[config.mk]
export PLATFORM = sky130hd
export DESIGN_NAME = sd_ram_responder_flat
export DESIGN_NICKNAME = d
export VERILOG_FILES = /design/src/rtl/sd_ram_responder_if.sv /design/src/rtl/sd_ram_responder.sv /design/src/flat_wrapper.sv
export SDC_FILE = /design/constraint.sdc
export NUM_CORES = 1
export LEC_CHECK = 0
export CAP_MARGIN = 20
export CORE_ASPECT_RATIO = 1.1
export CORE_MARGIN = 10
export CORE_UTILIZATION = 45
export CTS_BUF_LIST = sky130_fd_sc_hd__clkbuf_4
export DETAILED_ROUTE_END_ITERATION = 6
export GPL_ROUTABILITY_DRIVEN = 0
export HOLD_SLACK_MARGIN = 0.1
export PLACE_DENSITY = 0.78
export SLEW_MARGIN = 10
export SYNTH_ARGS = -nofsm -noshare
export SYNTH_HDL_FRONTEND = slang
export SYNTH_SLANG_ARGS = --single-unit
[constraint.sdc]
create_clock -name clk_sys -period 3.2 [get_ports clk_sys]
set_clock_uncertainty 0.05 [all_clocks]
set_input_delay 0.32 -clock clk_sys [delete_from_list [all_inputs] [get_ports clk_sys]]
set_output_delay 0.32 -clock clk_sys [all_outputs]
set_load 0.01 [all_outputs]
[src/rtl/sd_ram_responder_if.sv]
// Block-level SD image bus between the floppy controller (requester) and
// sd_ram_responder, plus the byte memory port the responder drives.
// The responder uses the slave modport; the requester/memory side uses master.
interface sd_ram_responder_if #(
  parameter int ADDR_W = 20
) ();
  // requester side
  logic [31:0]       sd_lba;
  logic              sd_rd;
  logic              sd_wr;
  logic              sd_ack;
  logic [8:0]        sd_buff_addr;
  logic [7:0]        sd_buff_dout;
  logic              sd_buff_wr;
  logic [7:0]        sd_buff_din;
  // memory side
  logic [ADDR_W-1:0] mem_addr;
  logic              mem_rd;
  logic              mem_wr;
  logic [7:0]        mem_dout;
  logic [7:0]        mem_din;
  logic              mem_ack;

  modport slave (
    input  sd_lba, sd_rd, sd_wr, sd_buff_din, mem_din, mem_ack,
    output sd_ack, sd_buff_addr, sd_buff_dout, sd_buff_wr,
           mem_addr, mem_rd, mem_wr, mem_dout
  );

  modport master (
    output sd_lba, sd_rd, sd_wr, sd_buff_din, mem_din, mem_ack,
    input  sd_ack, sd_buff_addr, sd_buff_dout, sd_buff_wr,
           mem_addr, mem_rd, mem_wr, mem_dout
  );
endinterface

[src/rtl/sd_ram_responder.sv]
// sd_ram_responder: serves 512-byte sector reads/writes of the SD image
// interface from a disk image held in byte-wide RAM.
// Optional feature macro: SD_RAM_RESPONDER_READONLY_EN adds img_readonly,
// which suppresses memory writes while keeping the full write handshake.
module sd_ram_responder #(
  parameter int          ADDR_W   = 20,
  parameter int unsigned MEM_BASE = 0
) (
  input  logic              clk_sys,
  input  logic              reset,
  input  logic              img_valid,
  input  logic [ADDR_W-1:0] img_size,
`ifdef SD_RAM_RESPONDER_READONLY_EN
  input  logic              img_readonly,
`endif
  sd_ram_responder_if.slave bus
);

  typedef enum logic [2:0] {
    IDLE    = 3'd0,
    RD_MEM  = 3'd1,
    RD_PUT  = 3'd2,
    WR_ADDR = 3'd3,
    WR_GET  = 3'd4,
    WR_MEM  = 3'd5,
    DONE    = 3'd6
  } state_e;

  state_e            state_r, state_s;
  logic [31:0]       lba_r, lba_s;
  logic [8:0]        cnt_r, cnt_s;
  logic              inr_r, inr_s;
  logic              ro_r, ro_s;
  logic              wr_en_s;
  logic              ack_r, ack_s;
  logic [8:0]        buff_addr_r, buff_addr_s;
  logic [7:0]        buff_dout_r, buff_dout_s;
  logic              buff_wr_r, buff_wr_s;
  logic [ADDR_W-1:0] mem_addr_r, mem_addr_s;
  logic              mem_rd_r, mem_rd_s;
  logic              mem_wr_r, mem_wr_s;
  logic [7:0]        mem_dout_r, mem_dout_s;

  // Image byte address; the sum is wide enough that it is only ever truncated.
  function automatic logic [ADDR_W-1:0] byte_addr(input logic [31:0] lba, input logic [8:0] idx);
    logic [41:0] sum;
    sum = 42'(MEM_BASE) + {1'b0, lba, idx};
    return sum[ADDR_W-1:0];
  endfunction

  // Sector fully inside the image; 42-bit math so lba near 2^32 cannot wrap.
  function automatic logic in_range(input logic valid, input logic [ADDR_W-1:0] size,
                                    input logic [31:0] lba);
    return valid && (({1'b0, lba, 9'd0} + 42'd512) <= 42'(size));
  endfunction

  // Write permission latched at accept: in range and, if supported, not read-only.
`ifdef SD_RAM_RESPONDER_READONLY_EN
  assign wr_en_s = inr_r & ~ro_r;
`else
  assign wr_en_s = inr_r;
`endif

  // Next-state and next-output logic for the transfer sequencer.
  always_comb begin
    state_s     = state_r;
    lba_s       = lba_r;
    cnt_s       = cnt_r;
    inr_s       = inr_r;
    ro_s        = ro_r;
    ack_s       = ack_r;
    buff_addr_s = buff_addr_r;
    buff_dout_s = buff_dout_r;
    buff_wr_s   = 1'b0;
    mem_addr_s  = mem_addr_r;
    mem_rd_s    = mem_rd_r;
    mem_wr_s    = mem_wr_r;
    mem_dout_s  = mem_dout_r;
    case (state_r)
      IDLE: begin
        if (bus.sd_rd || bus.sd_wr) begin
          lba_s = bus.sd_lba;
          cnt_s = 9'd0;
          inr_s = in_range(img_valid, img_size, bus.sd_lba);
`ifdef SD_RAM_RESPONDER_READONLY_EN
          ro_s  = img_readonly;
`else
          ro_s  = 1'b0;
`endif
          ack_s = 1'b1;
          if (bus.sd_rd) begin
            state_s    = RD_MEM;
            mem_rd_s   = in_range(img_valid, img_size, bus.sd_lba);
            mem_addr_s = byte_addr(bus.sd_lba, 9'd0);
          end else begin
            state_s     = WR_ADDR;
            buff_addr_s = 9'd0;
          end
        end else begin
          state_s = IDLE;
        end
      end
      RD_MEM: begin
        if (!inr_r) begin
          buff_dout_s = 8'hFF;
          buff_wr_s   = 1'b1;
          buff_addr_s = cnt_r;
          state_s     = RD_PUT;
        end else if (bus.mem_ack) begin
          buff_dout_s = bus.mem_din;
          mem_rd_s    = 1'b0;
          buff_wr_s   = 1'b1;
          buff_addr_s = cnt_r;
          state_s     = RD_PUT;
        end else begin
          mem_rd_s = 1'b1;
        end
      end
      RD_PUT: begin
        if (cnt_r == 9'd511) begin
          ack_s   = 1'b0;
          state_s = DONE;
        end else begin
          cnt_s      = cnt_r + 9'd1;
          mem_rd_s   = inr_r;
          mem_addr_s = byte_addr(lba_r, cnt_r + 9'd1);
          state_s    = RD_MEM;
        end
      end
      WR_ADDR: begin
        state_s = WR_GET;
      end
      WR_GET: begin
        mem_dout_s = bus.sd_buff_din;
        if (wr_en_s) begin
          mem_wr_s   = 1'b1;
          mem_addr_s = byte_addr(lba_r, cnt_r);
          state_s    = WR_MEM;
        end else if (cnt_r == 9'd511) begin
          ack_s   = 1'b0;
          state_s = DONE;
        end else begin
          cnt_s       = cnt_r + 9'd1;
          buff_addr_s = cnt_r + 9'd1;
          state_s     = WR_ADDR;
        end
      end
      WR_MEM: begin
        if (!bus.mem_ack) begin
          mem_wr_s = 1'b1;
        end else if (cnt_r == 9'd511) begin
          mem_wr_s = 1'b0;
          ack_s    = 1'b0;
          state_s  = DONE;
        end else begin
          mem_wr_s    = 1'b0;
          cnt_s       = cnt_r + 9'd1;
          buff_addr_s = cnt_r + 9'd1;
          state_s     = WR_ADDR;
        end
      end
      DONE: begin
        if (!bus.sd_rd && !bus.sd_wr) begin
          state_s = IDLE;
        end else begin
          state_s = DONE;
        end
      end
      default: begin
        state_s  = IDLE;
        ack_s    = 1'b0;
        mem_rd_s = 1'b0;
        mem_wr_s = 1'b0;
      end
    endcase
  end

  // State and output registers; reset abandons any transfer in progress.
  always_ff @(posedge clk_sys) begin
    if (reset) begin
      state_r     <= IDLE;
      lba_r       <= 32'd0;
      cnt_r       <= 9'd0;
      inr_r       <= 1'b0;
      ro_r        <= 1'b0;
      ack_r       <= 1'b0;
      buff_addr_r <= 9'd0;
      buff_dout_r <= 8'd0;
      buff_wr_r   <= 1'b0;
      mem_addr_r  <= '0;
      mem_rd_r    <= 1'b0;
      mem_wr_r    <= 1'b0;
      mem_dout_r  <= 8'd0;
    end else begin
      state_r     <= state_s;
      lba_r       <= lba_s;
      cnt_r       <= cnt_s;
      inr_r       <= inr_s;
      ro_r        <= ro_s;
      ack_r       <= ack_s;
      buff_addr_r <= buff_addr_s;
      buff_dout_r <= buff_dout_s;
      buff_wr_r   <= buff_wr_s;
      mem_addr_r  <= mem_addr_s;
      mem_rd_r    <= mem_rd_s;
      mem_wr_r    <= mem_wr_s;
      mem_dout_r  <= mem_dout_s;
    end
  end

  assign bus.sd_ack       = ack_r;
  assign bus.sd_buff_addr = buff_addr_r;
  assign bus.sd_buff_dout = buff_dout_r;
  assign bus.sd_buff_wr   = buff_wr_r;
  assign bus.mem_addr     = mem_addr_r;
  assign bus.mem_rd       = mem_rd_r;
  assign bus.mem_wr       = mem_wr_r;
  assign bus.mem_dout     = mem_dout_r;

endmodule

[src/flat_wrapper.sv]
// flat-port wrapper written by rule: the top's interface ports become plain ports
module sd_ram_responder_flat 
#(
  parameter int          ADDR_W   = 20,
  parameter int unsigned MEM_BASE = 0
)
  (clk_sys, reset, img_valid, img_size, bus_sd_lba, bus_sd_rd, bus_sd_wr, bus_sd_buff_din, bus_mem_din, bus_mem_ack, bus_sd_ack, bus_sd_buff_addr, bus_sd_buff_dout, bus_sd_buff_wr, bus_mem_addr, bus_mem_rd, bus_mem_wr, bus_mem_dout);
  sd_ram_responder_if #(.ADDR_W(ADDR_W)) bus_i ();
  input  logic clk_sys;
  input  logic reset;
  input  logic img_valid;
  input  logic [ADDR_W-1:0] img_size;
  input wire logic [$bits(bus_i.sd_lba)-1:0] bus_sd_lba;
  input wire logic [$bits(bus_i.sd_rd)-1:0] bus_sd_rd;
  input wire logic [$bits(bus_i.sd_wr)-1:0] bus_sd_wr;
  input wire logic [$bits(bus_i.sd_buff_din)-1:0] bus_sd_buff_din;
  input wire logic [$bits(bus_i.mem_din)-1:0] bus_mem_din;
  input wire logic [$bits(bus_i.mem_ack)-1:0] bus_mem_ack;
  output wire logic [$bits(bus_i.sd_ack)-1:0] bus_sd_ack;
  output wire logic [$bits(bus_i.sd_buff_addr)-1:0] bus_sd_buff_addr;
  output wire logic [$bits(bus_i.sd_buff_dout)-1:0] bus_sd_buff_dout;
  output wire logic [$bits(bus_i.sd_buff_wr)-1:0] bus_sd_buff_wr;
  output wire logic [$bits(bus_i.mem_addr)-1:0] bus_mem_addr;
  output wire logic [$bits(bus_i.mem_rd)-1:0] bus_mem_rd;
  output wire logic [$bits(bus_i.mem_wr)-1:0] bus_mem_wr;
  output wire logic [$bits(bus_i.mem_dout)-1:0] bus_mem_dout;
  assign bus_i.sd_lba = bus_sd_lba;
  assign bus_i.sd_rd = bus_sd_rd;
  assign bus_i.sd_wr = bus_sd_wr;
  assign bus_i.sd_buff_din = bus_sd_buff_din;
  assign bus_i.mem_din = bus_mem_din;
  assign bus_i.mem_ack = bus_mem_ack;
  assign bus_sd_ack = bus_i.sd_ack;
  assign bus_sd_buff_addr = bus_i.sd_buff_addr;
  assign bus_sd_buff_dout = bus_i.sd_buff_dout;
  assign bus_sd_buff_wr = bus_i.sd_buff_wr;
  assign bus_mem_addr = bus_i.mem_addr;
  assign bus_mem_rd = bus_i.mem_rd;
  assign bus_mem_wr = bus_i.mem_wr;
  assign bus_mem_dout = bus_i.mem_dout;
  sd_ram_responder #(.ADDR_W(ADDR_W), .MEM_BASE(MEM_BASE)) u_core (.clk_sys(clk_sys), .reset(reset), .img_valid(img_valid), .img_size(img_size), .bus(bus_i));
endmodule
## Word-level counts from Yosys, hierarchy flattened

Index checks and enable logic that the tools add are counted.

- Register bits: 73
- Bits of input ports: 74

- Reduce and logical (&&, ||, !) cells: 22
- Order comparisons: 1
- Eq/ne operators: 17
- Add/subtract/negate cells: 2
- Muxes and demuxes: 45
- Bitwise logic cells: 4

Operators with widths:

| operator | number |
|---|---|
| 2-to-1 mux 9 bit | 11 |
| 2-to-1 mux 20 bit | 4 |
| case mux 9 bit (4 select lines) | 2 |
| case mux 20 bit (3 select lines) | 1 |
| adder 41 x 10 -> 42 bit, second input constant | 1 |
| less-or-equal comparator 42 x 20 -> 1 bit | 1 |
| 2-to-1 mux 3 bit | 7 |
| case mux 3 bit (7 select lines) | 1 |
| 2-to-1 mux 8 bit | 2 |
| 2-to-1 mux 1 bit | 12 |
| != test 2 bit, second input constant | 6 |
| AND reduction 5 bit | 2 |
| adder 9 x 1 -> 9 bit, second input constant | 1 |
| equality test 3 bit, second input constant | 3 |
| equality test 9 bit, second input constant | 1 |
| AND reduction 2 bit | 4 |
| AND reduction 4 bit | 2 |
| nonzero test 4 bit | 2 |
| equality test 3 x 2 -> 1 bit, second input constant | 2 |
| != test 2 x 1 -> 1 bit, second input constant | 3 |
| AND reduction 6 bit | 1 |
| case mux 1 bit (5 select lines) | 1 |
| OR reduction 5 bit | 1 |
| 2-to-1 mux 2 bit | 2 |
| other kinds (13) | 18 |

## Depth between registers and ports, before layout

- Word-level depth: 6
- Gate-level depth with buffers: 14

## Worst setup path after synthesis

OpenSTA, ideal clock, no wires.

- Kind: flip-flop to flip-flop
- Start point: reg u_core.cnt_r[1]
- End point: reg u_core.mem_addr_r[4], in the netlist u_core.bus.mem_addr[4]
- Stages on the path, launching flop included: 15
- Arrival: 2.794 ns
- Setup time: 0.132 ns
- Required time: 3.018 ns
- Path slack: 0.224 ns
- Period minus slack after synthesis: 2.976 ns
- Cells stage by stage: dfxtp_1 > ha_1 > and3_1 > clkbuf_1 > and3_1 > and3_1 > ha_1 > clkbuf_1 > nor2_1 > a21oi_1 > a211oi_1 > clkbuf_1 > o21ai_0 > a21oi_1 > nor3_1

- Word-level cells in the longest chain between the ends: 3
- Elaborated cells on any way between the ends: 6
- Classes of those cells: add/sub (1); eq/ne (2); mux (2); reduce/logical (1)

Ends and longest elaborated chain:

| what | RTL line | source |
|---|---|---|
| start: declaration | sd_ram_responder.sv:31 | `logic [8:0] cnt_r, cnt_s;` |
| start signal: assignment | sd_ram_responder.sv:197 | `cnt_r <= cnt_s;` |
| adder 9 x 1 -> 9 bit or equality test 9 bit (tied branches) | sd_ram_responder.sv:126, sd_ram_responder.sv:120 |  |
| 2-to-1 mux 20 bit or != test 2 bit (tied branches) | n/a |  |
| case mux 20 bit (3 select lines) or AND reduction 5 bit (tied branches) | n/a |  |
| end signal: assignment | sd_ram_responder.sv:204 | `mem_addr_r <= mem_addr_s;` |
| end: declaration | sd_ram_responder.sv:39 | `logic [ADDR_W-1:0] mem_addr_r, mem_addr_s;` |

Several ways; a longest one is shown, not always the timed one. The select of a mux whose other input is x is not followed.
A chain may end at the register's enable or synchronous reset.

## Worst setup path after layout

- Start point: in bus_sd_lba[0]
- End point: reg u_core.inr_r

- Word-level cells in the longest chain between the ends: 3

Ends and longest elaborated chain:

| what | RTL line | source |
|---|---|---|
| start: declaration | flat_wrapper.sv:13 | `input wire logic [$bits(bus_i.sd_lba)-1:0] bus_sd_lba;` |
| adder 41 x 10 -> 42 bit | sd_ram_responder.sv:54 | `return valid && (({1'b0, lba, 9'd0} + 42'd512) <= 42'(size));` |
| less-or-equal comparator 42 x 20 -> 1 bit | sd_ram_responder.sv:54 |  |
| logical AND 1 bit | sd_ram_responder.sv:54 |  |
| end signal: assignment | sd_ram_responder.sv:198 | `inr_r <= inr_s;` |
| end: declaration | sd_ram_responder.sv:32 | `logic inr_r, inr_s;` |

Every way passes these cells.

==> impl_table.tex <==
\begin{tabular}{lr}
\hline
Metric & Value \\
\hline
\multicolumn{2}{l}{\textbf{Outcome}} \\
Run status & completed \\
\multicolumn{2}{l}{\textbf{Global routing}} \\
Global-route wire length before repair & 22830 microns \\
Pin count of the biggest net entering global routing & 75 \\
Initial antenna violation count & 0 \\
Total GRT Usage & 19.08\% \\
Vias in the first global route & 4870 \\
Global-route congestion overflow total & 0 \\
\multicolumn{2}{l}{\textbf{Critical path}} \\
Flop2flop setup slack & 240 ps \\
Critical setup path kind & in2reg \\
Critical path data required time & 3510 ps \\
Startpoint of the worst-slack reg-to-reg timing path & u\_core.cnt\_r[1] \\
Reg-to-reg critical path endpoint & u\_core.bus.mem\_addr[16] \\
Startpoint type of the worst setup path & input pin \\
R2R depth & 11 \\
Critical path data arrival time & 3270 ps \\
Kind of capture point of the worst setup path & register \\
CP Max Fanout & 2 \\
\multicolumn{2}{l}{\textbf{Power and ir drop}} \\
VDD IR-drop max & 0.0003055 V \\
P\_leak & 2.284 nW \\
Final total power & 0.002605 W \\
PwrDens & 425.3 mW/mm\^{}2 \\
\multicolumn{2}{l}{\textbf{Layout}} \\
Total number of nets in the final design & 812 \\
Finished Layout Cells & 846 \\
Number of antenna repair diodes & 0 \\
Area added between synthesis and finish & 38.32\% \\
Fraction of final layout cells with drive strength greater than 1 & 9.739\% \\
\multicolumn{2}{l}{\textbf{Timing}} \\
Final number of hold-violating endpoints & 0 \\
Max-slew violation total from the final report & 0 \\
Unrepaired setup endpoints after global routing & false \\
Setup-failing EPs final & 0 \\
Achievable Freq & 337.0 MHz \\
Part of the cycle the worst path needs & 92.74\% \\
Fin Setup TNS & 0 ps \\
Worst-case headroom to the max-slew limit & 37.59\% \\
Time the final worst path needs with I/O delays and setup & 2968 ps \\
Least-Margin Pin Slew & 932.7 ps \\
Worst Hold Margin & 338.6 ps \\
\multicolumn{2}{l}{\textbf{Floorplanning}} \\
Area of the die & 0.01421 sq mm \\
Effective utilization at floorplan & 46.66\% \\
Die H & 124.0 microns \\
Floorplan die width & 114.6 microns \\
FP Rows & 37 \\
I/O pin count & 123 \\
Core outline area & 0.009490 sq mm \\
\multicolumn{2}{l}{\textbf{Synth}} \\
Synth area leaders & dfxtp\_1 (33\%), nand2\_1 (6.4\%), nor2\_1 (6.4\%) \\
Mean cell area of the mapped netlist & 7.405 sq um \\
Fraction of synthesized cell area taken by the top area cell type & 33.00\% \\
Number of synthesized flops with an enable pin & 0 \\
Part of the Yosys area used for sequential elements & 33.00\% \\
Post-synthesis async set-or-reset flop share & 0\% \\
Net count after synthesis & 686 \\
Post-synthesis cell type with the largest combined area & dfxtp\_1 \\
Count of cell types in the netlist & 55 \\
Number of instances in the synthesized netlist & 598 \\
Post-synthesis instance area & 0.004428 sq mm \\
Post-synth top flop & dfxtp\_1 \\
Yosys reg bits & 73 \\
Count of warnings emitted by yosys & 0 \\
\multicolumn{2}{l}{\textbf{Job}} \\
Max-cap check violation count & 0 \\
\multicolumn{2}{l}{\textbf{Clocking}} \\
Clock root buffer & clkbuf\_4 \\
Worst-case clock buffer depth & 2 \\
TritonCTS clock tree & done \\
H-tree depth reported by CTS & 3 \\
Clock slew seen by the registers of the worst setup and hold paths & 130 ps \\
Clock Latency Late Sink & 430 ps \\
TritonCTS sink count & 73 \\
Total clock buffers created by CTS & 9 \\
\multicolumn{2}{l}{\textbf{Min path}} \\
Endpoint, Worst Hold & u\_core.lba\_r[1] \\
Hold-critical path depth & 4 \\
Startpoint of the worst hold path & bus\_sd\_lba[1] \\
Class of the most critical hold timing path & in2reg \\
\multicolumn{2}{l}{\textbf{Placed design}} \\
HPWL after detailed placement & 10560 microns \\
Count of placed standard cells including taps & 830 \\
IO buf count & 122 \\
\multicolumn{2}{l}{\textbf{Drt}} \\
Number of remaining DRC errors & 0 \\
DRC marker count from the first detailed-route iteration & 337 \\
Iteration count of the initial detailed-routing pass & 5 \\
Routed vias & 4957 \\
Avg WL per Cell & 16.32 microns \\
Detailed-route wire length & 13810 microns \\
Post-route antenna net violation count & 0 \\
Post-detailed-route via-to-cell ratio & 5.859 \\
\hline
\end{tabular}
## layout by cell type (no fill, tap or decap), types with 20 or more instances in the layout
cell               n
o21ai_0           43
nor3_1            20
clkdlybuf4s50_1  120
buf_4             36
inv_1             20
nand2_1           75
dfxtp_1           73
a211oi_1          25
a21oi_1           44
nor2_1            74
## registers in the layout (all words and copies together) (netlist names)
register and count:
u_core.bus.mem_dout 8, u_core.cnt_r 9, u_core.bus.mem_wr 1, u_core.bus.mem_rd 1, u_core.state_r 3, u_core.bus.sd_buff_addr 9
u_core.bus.sd_buff_wr 1, u_core.lba_r 11, u_core.bus.sd_buff_dout 8, u_core.bus.mem_addr 20, u_core.bus.sd_ack 1, u_core.inr_r 1
## final cells by class
type / count / area [sq um]
Fill cell: 815 / 3366
Multi-Input combinational cell: 460 / 2761
Timing Repair Buffer: 159 / 1509
Sequential cell: 73 / 1461
Tap cell: 117 / 146.4
Clock inverter: 7 / 100.1
Inverter: 21 / 78.83
Clock buffer: 9 / 67.56
## power breakdown
part	switching, W	internal [W]
logic	0.000433	0.000417
clock network	0.000356	0.000321
registers	0.0000713	0.00101
## per-layer routing
layer,part of all wire (%),GRT usage (%)
met1,40,21.93
met2,49,32.68
met5,0,0
met4,1.7,5.486
met3,9.4,6.782
## Yosys cell counts (2+ instances only)
cell and count:
dfxtp_1 73, a31oi_1 3, nor3b_1 3, o41ai_1 2, a221oi_1 3, o31ai_1 4
mux2i_1 4, and4_1 5, o22ai_1 10, and3_1 9, xor2_1 5, o32ai_1 3
nor4_2 3, nor2b_1 10, nand4_2 2, o311ai_0 2, inv_1 20, clkbuf_1 39
a211oi_1 26, nor4_1 8, a311oi_1 12, o211ai_1 3, a21oi_1 45, o21ai_0 43
a22oi_1 12, or4_4 2, nor2_1 75, buf_2 5, xnor2_1 9, nor3_1 21
nand2_1 75, ha_1 14, nand2b_1 2, nand4_1 12, nand3_1 14
## how the worst max path moves through the flow
stage	startpoint	end	slack, ps
2_1_floorplan	u_core.cnt_r[1]	u_core.bus.mem_addr[4]	220
4_1_cts	bus_sd_lba[1]	u_core.inr_r	150
3_3_place_gp	bus_sd_lba[1]	u_core.inr_r	-240
6_report	bus_sd_lba[0]	u_core.inr_r	230
5_1_grt	u_core.cnt_r[1]	u_core.bus.mem_addr[16]	0.03
3_5_place_dp	bus_sd_lba[1]	u_core.inr_r	-300
## kinds of logic after synthesis
logic type                 Yosys count  share of synthesized area, %
AOI/OAI and AO/OA                  177                         25.49
adders and majority gates           15                         4.182
xor gates and xnor gates            14                         2.769
DFF                                 73                         33.00
muxes                                4                        0.9042
buffers and inverters               65                         5.651
and+or+nand+nor                    250                         28.00
## timing repair
item                                    CTS  global route
setup buffers                             0             0
hold buffers                              0             0
resized for setup                         0             6
endpoints found under the setup margin    0             2
## through the flow
stage / worst slack (ps) / instance area [sq um] / util [%]
after floorplan: 224.2 / 4428 / -
after global placement: -236.3 / 5927 / 62.45
after detailed placement: -304.3 / 5927 / 62.45
after CTS: 147.8 / 6095 / 64.22
after global routing: 0.03042 / 6125 / 64.54
final: 232.2 / 6125 / 64.54
## critical path, stage by stage
cell,delay [ps]
clkdlybuf4s50_1,530
ha_4,170
nand3_4,80
nor2_2,140
nand3_1,100
xnor2_1,140
ha_1,310
a21oi_2,170
a21oi_1,50
or3b_2,440
a311o_1,310
nor4_4,270
nand4_1,120
o31ai_1,110
Power figures use the tool's default switching activity.
==> RTL edit 1 (same settings) <==
`ADDR_W` is set to 20 in 3 places; all go to 30.
--- a/src/rtl/sd_ram_responder_if.sv
+++ b/src/rtl/sd_ram_responder_if.sv
@@ -4,3 +4,3 @@
 interface sd_ram_responder_if #(
-  parameter int ADDR_W = 20
+  parameter int ADDR_W = 30
 ) ();
--- a/src/rtl/sd_ram_responder.sv
+++ b/src/rtl/sd_ram_responder.sv
@@ -5,3 +5,3 @@
 module sd_ram_responder #(
-  parameter int          ADDR_W   = 20,
+  parameter int          ADDR_W   = 30,
   parameter int unsigned MEM_BASE = 0
--- a/src/flat_wrapper.sv
+++ b/src/flat_wrapper.sv
@@ -3,3 +3,3 @@
 #(
-  parameter int          ADDR_W   = 20,
+  parameter int          ADDR_W   = 30,
   parameter int unsigned MEM_BASE = 0
Interface: changed (resized bus_mem_addr and img_size); port bits go from 123 to 143. The function was not compared with the original's and may differ.
==> RTL edit 1 against the unedited design <==
Register-to-register slack got worse by 0.08 ns. Largest power group unchanged. Sequential cell count rose by 20. Synthesized area is 21% higher. Total power rose by 18%. Setup slack lost 0.17 ns. Count of clock-buffer cells in the layout is 1 higher. Sequential power up 27%. Critical endpoint is now u_core.bus.mem_rd$_SDFFE_PP0P_. Die area rose by 17%. Routed wire length up 19%. Design area up 20%. Non-clock buffer count increased by 32.
==> RTL edit 1: results (changes against the unedited design) <==
metric	value	unit	change
dpl hpwl	12800	µm	was 10,560 µm
vias in the first global route	5557		was 4,870
FILL cells	1001		was 815
adder-cell area share of the yosys netlist	0.05813		was 0.04182
Avg Vias per Cell	5.534		was 5.859
Area contributors post-synth	dfxtp_1, a21oi_1, a211oi_1		was dfxtp_1, nand2_1, nor2_1
Hold Crit Start	bus_sd_lba[7]		was bus_sd_lba[1]
Net Sw Frac	0.3143		was 0.3303
max reg flops	30		was 20
CP arrival	3.48	ns	was 3.27 ns
met3 Use GR	0.04282		was 0.06782
Port Buffers	142		was 122
Synth cell types	58		was 55
WHS	0.2719	ns	was 0.3386 ns
post-synthesis cell count	692		was 598
top cells by count, synth	dfxtp_1, nor2_1, nand2_1, a21oi_1, a211oi_1		was nand2_1, nor2_1, dfxtp_1, a21oi_1, o21ai_0
ratio of cells with drive above 1 in the final layout	0.1025		was 0.09739
Place WS	-0.6131	ns	was -0.3043 ns
status	complete, no violations		unchanged
Total GRT Usage	0.1925		was 0.1908
Peak VDD IR	0.1858	mV	was 0.3055 mV
routed len/inst	16.42	µm	was 16.32 µm
worst setup margin	0.05767	ns	was 0.2322 ns
GR met1 Demand/Resource	0.2133		was 0.2193
DR WL met2	8169	µm	was 6800 µm
post-CTS resize count	8		was 0
terminus of the critical flop-to-flop path	u_core.cnt_r[6]$_SDFFE_PP0P_		was u_core.bus.mem_addr[16]$_SDFFE_PP0P_
Gate power share	0.324		was 0.327
sequential element share of the synthesized area	0.3488		was 0.3300
mux contribution to synthesized area	0.04149		was 0.009042
crit-path max FO	3		was 2
Post-Synth XOR/XNOR Area	0.03774		was 0.02769
Pwr Density	415.7	mW/mm²	was 425.3 mW/mm²
setup slack, reg-to-reg	0.16	ns	was 0.24 ns
first-pass GRT wire length	26480	µm	was 22,830 µm
DP Area	0.007134	mm²	was 0.005927 mm²
hold endpoint	u_core.lba_r[7]$_SDFFE_PP0P_		was u_core.lba_r[1]$_SDFFE_PP0P_
Pleak	3.013	nW	was 2.284 nW
Starting DRT DRC Count	388		was 337
[RTL edit 1: worst max-delay path by stage]
stage / from / endpoint / cells after the start
floorplan: bus_sd_lba[2] / u_core.bus.mem_rd$_SDFFE_PP0P_ / 13
global placement: bus_sd_lba[0] / u_core.bus.mem_rd$_SDFFE_PP0P_ / 13
detailed placement: bus_sd_lba[0] / u_core.bus.mem_rd$_SDFFE_PP0P_ / 13
CTS: bus_sd_lba[7] / u_core.bus.mem_rd$_SDFFE_PP0P_ / 13
global route: bus_sd_lba[3] / u_core.bus.mem_rd$_SDFFE_PP0P_ / 13
finish: bus_sd_lba[3] / u_core.bus.mem_rd$_SDFFE_PP0P_ / 13
[RTL edit 1: worst max-delay path, stage by stage]
cell and delay, ns:
clkdlybuf4s50_1 0.50, nand4_1 0.17, buf_4 0.19, or4_1 0.49, xnor2_1 0.18, ha_1 0.28, nand4_1 0.09, or2_4 0.25
nor2_4 0.11, and3_1 0.17, a21oi_1 0.05, or4_4 0.54, o21ai_2 0.13
[RTL edit 1: kinds of logic (layout without fill, tap and decap cells)]
family | count (synthesis) | in the layout
flip-flops | 93 | 93
buffers and inverters | 79 | 236
XOR/XNOR | 23 | 23
adder cells (fa/ha/maj) | 25 | 25
AO/OA/AOI/OAI | 184 | 184
AND/OR/NAND/NOR | 266 | 266
other | 0 | 1
multiplexers | 22 | 22
[RTL edit 1: layout make-up]
cell class	instances	area (µm²)	share of cell area
Clock buffer	10	75.07	0.01020
Timing Repair Buffer	191	1822	0.2475
Clock inverter	6	77.57	0.01054
Sequential cell	93	1862	0.2529
Antenna cell	1	2.502	0.0003399
Tap cell	150	187.7	0.02549
Inverter	29	108.9	0.01479
Multi-Input combinational cell	520	3227	0.4383
==> RTL edit 2 (config.mk and constraints unchanged) <==
Without the edit above. Encoding of `state_e`: now one-hot (7 bits for 7 states).
--- a/src/rtl/sd_ram_responder.sv
+++ b/src/rtl/sd_ram_responder.sv
@@ -18,10 +18,10 @@
 
-  typedef enum logic [2:0] {
-    IDLE    = 3'd0,
-    RD_MEM  = 3'd1,
-    RD_PUT  = 3'd2,
-    WR_ADDR = 3'd3,
-    WR_GET  = 3'd4,
-    WR_MEM  = 3'd5,
-    DONE    = 3'd6
+  typedef enum logic [6:0] {
+    IDLE    = 7'b0000001,
+    RD_MEM  = 7'b0000010,
+    RD_PUT  = 7'b0000100,
+    WR_ADDR = 7'b0001000,
+    WR_GET  = 7'b0010000,
+    WR_MEM  = 7'b0100000,
+    DONE    = 7'b1000000
   } state_e;
Behaviour: same outputs for any inputs over 4 cycles, from zero or initial values and one cycle with reset high; so few cycles prove little.
==> RTL edit 2 against the unedited design <==
Total power down 12%. Design area fell by 1.7%. Synthesized cell count fell by 0.33%. Sequential cell count grew 4. Via count is 3.8% lower. Synthesized area up 2.1%. Critical path type is now reg -> reg. Setup slack improved by 0.076 ns. Routed wire length grew 0.52%.
==> RTL edit 2: results (changes against the unedited design) <==
metric	value	unit	change
status	complete, no violations		unchanged
Area contributors post-synth	dfxtp_1, nand2_1, a21oi_1		was dfxtp_1, nand2_1, nor2_1
Total GRT Usage	0.1862		was 0.1908
vias in the first global route	4635		was 4,870
FILL cells	852		was 815
CP arrival	3.13	ns	was 3.27 ns
setup slack, reg-to-reg	0.31	ns	was 0.24 ns
ratio of cells with drive above 1 in the final layout	0.08852		was 0.09739
Mean Syn Cell Area	7.585	µm²	was 7.405 µm²
dpl hpwl	10860	µm	was 10,560 µm
htree depth	3		unchanged
Starting DRT DRC Count	366		was 337
Synthesized Nets	684		was 686
worst r2r src	u_core.state_r[6]$_SDFFE_PP0P_		was u_core.cnt_r[1]$_SDFFE_PP0P_
clock transition at the registers of the reported paths	0.11	ns	was 0.13 ns
Synth cell types	66		was 55
first-pass GRT wire length	22470	µm	was 22,830 µm
Peak VDD IR	0.2414	mV	was 0.3055 mV
Placed Cells incl. Taps	828		was 830
hold endpoint	u_core.bus.mem_dout[6]$_SDFFE_PP0P_		was u_core.lba_r[1]$_SDFFE_PP0P_
Slew Limit Headroom	0.3963		was 0.3759
Worst R2R Path Depth	7		was 11
crit-path max FO	17		was 2
terminus of the critical flop-to-flop path	u_core.bus.sd_buff_addr[0]$_SDFFE_PP0P_		was u_core.bus.mem_addr[16]$_SDFFE_PP0P_
sequential element share of the synthesized area	0.3410		was 0.3300
fin nets	807		was 812
WHS	0.3812	ns	was 0.3386 ns
Pleak	2.284	nW	about the same
routed len/inst	16.46	µm	was 16.32 µm
RTL edit 2: cell types whose count changed in the layout (fill, tap and decap cells not counted), sizes merged, moves of 5 or more:
cell | before | now
buf | 38 | 21
o21ai | 44 | 29
a311oi | 12 | 1
a21oi | 45 | 64
a22oi | 12 | 7
nor2b | 10 | 5
o22ai | 10 | 3
nand2 | 75 | 111
a211oi | 26 | 10
nor2 | 75 | 59
mux2 | 0 | 10
RTL edit 2: report_power, final:
part	switching, mW	total, mW	leakage (nW)	internal [mW]
sequential	0.0527	1.09	0.627	1.04
clock	0.307	0.485	0.0646	0.177
combinational	0.375	0.719	1.59	0.343
total	0.735	2.30	2.28	1.56
RTL edit 2: cells by family after synthesis:
logic type | count (synthesis) | share of synthesized area
flops | 77 | 0.3410
fa+ha+maj | 14 | 0.03875
xor+xnor | 17 | 0.03294
compound gates | 145 | 0.1985
mux | 14 | 0.03377
simple gates | 278 | 0.3105
buf+inv | 51 | 0.04456
RTL edit 2: layout make-up:
cell class	count	share of cell area
Clock inverter	3	0.002285
Inverter	21	0.01309
Timing Repair Buffer	142	0.2268
Tap cell	120	0.02493
Sequential cell	77	0.2559
Multi-Input combinational cell	468	0.4620
Clock buffer	12	0.01496
RTL edit 2: worst max-delay path by stage:
stage | start | endpoint | slack (ns) | cells past startpoint
after floorplan | bus_sd_lba[0] | u_core.bus.mem_rd$_SDFFE_PP0P_ | 0.62 | 13
after global placement | bus_sd_lba[0] | u_core.bus.mem_rd$_SDFFE_PP0P_ | 0.08 | 14
after detailed placement | bus_sd_lba[0] | u_core.bus.mem_rd$_SDFFE_PP0P_ | -0.01 | 14
after CTS | u_core.state_r[6]$_SDFFE_PP0P_ | u_core.bus.sd_buff_addr[0]$_SDFFE_PP0P_ | 0.35 | 7
after global routing | u_core.state_r[1]$_SDFFE_PP0P_ | u_core.bus.sd_buff_addr[0]$_SDFFE_PP0P_ | 0.16 | 6
final | u_core.state_r[6]$_SDFFE_PP0P_ | u_core.bus.sd_buff_addr[0]$_SDFFE_PP0P_ | 0.31 | 7
RTL edit 2: stage by stage:
stage	instance area, µm²	utilization
detailed placement	5919	0.6014
finish	6023	0.6120
floorplan	4521	-
global route	6023	0.6120
CTS	6023	0.6120
global placement	5919	0.6014
RTL edit 2: per-layer routing:
layer / track usage / up-vias / wire length, µm
li1: - / 2368 / -
met1: 0.2219 / 2189 / 5917
met2: 0.3080 / 182 / 6550
met3: 0.05356 / 30 / 1105
met4: 0.06940 / 0 / 305
met5: 0 / - / 0
RTL edit 2: critical path, stage by stage, from the launching register on:
cell and delay [ns]:
dfxtp_1 0.43, nor3_2 0.42, nand4b_1 0.41, nand2_1 0.40
o31ai_1 0.15, nor3_4 0.60, mux2i_1 0.25, nor2_1 0.05
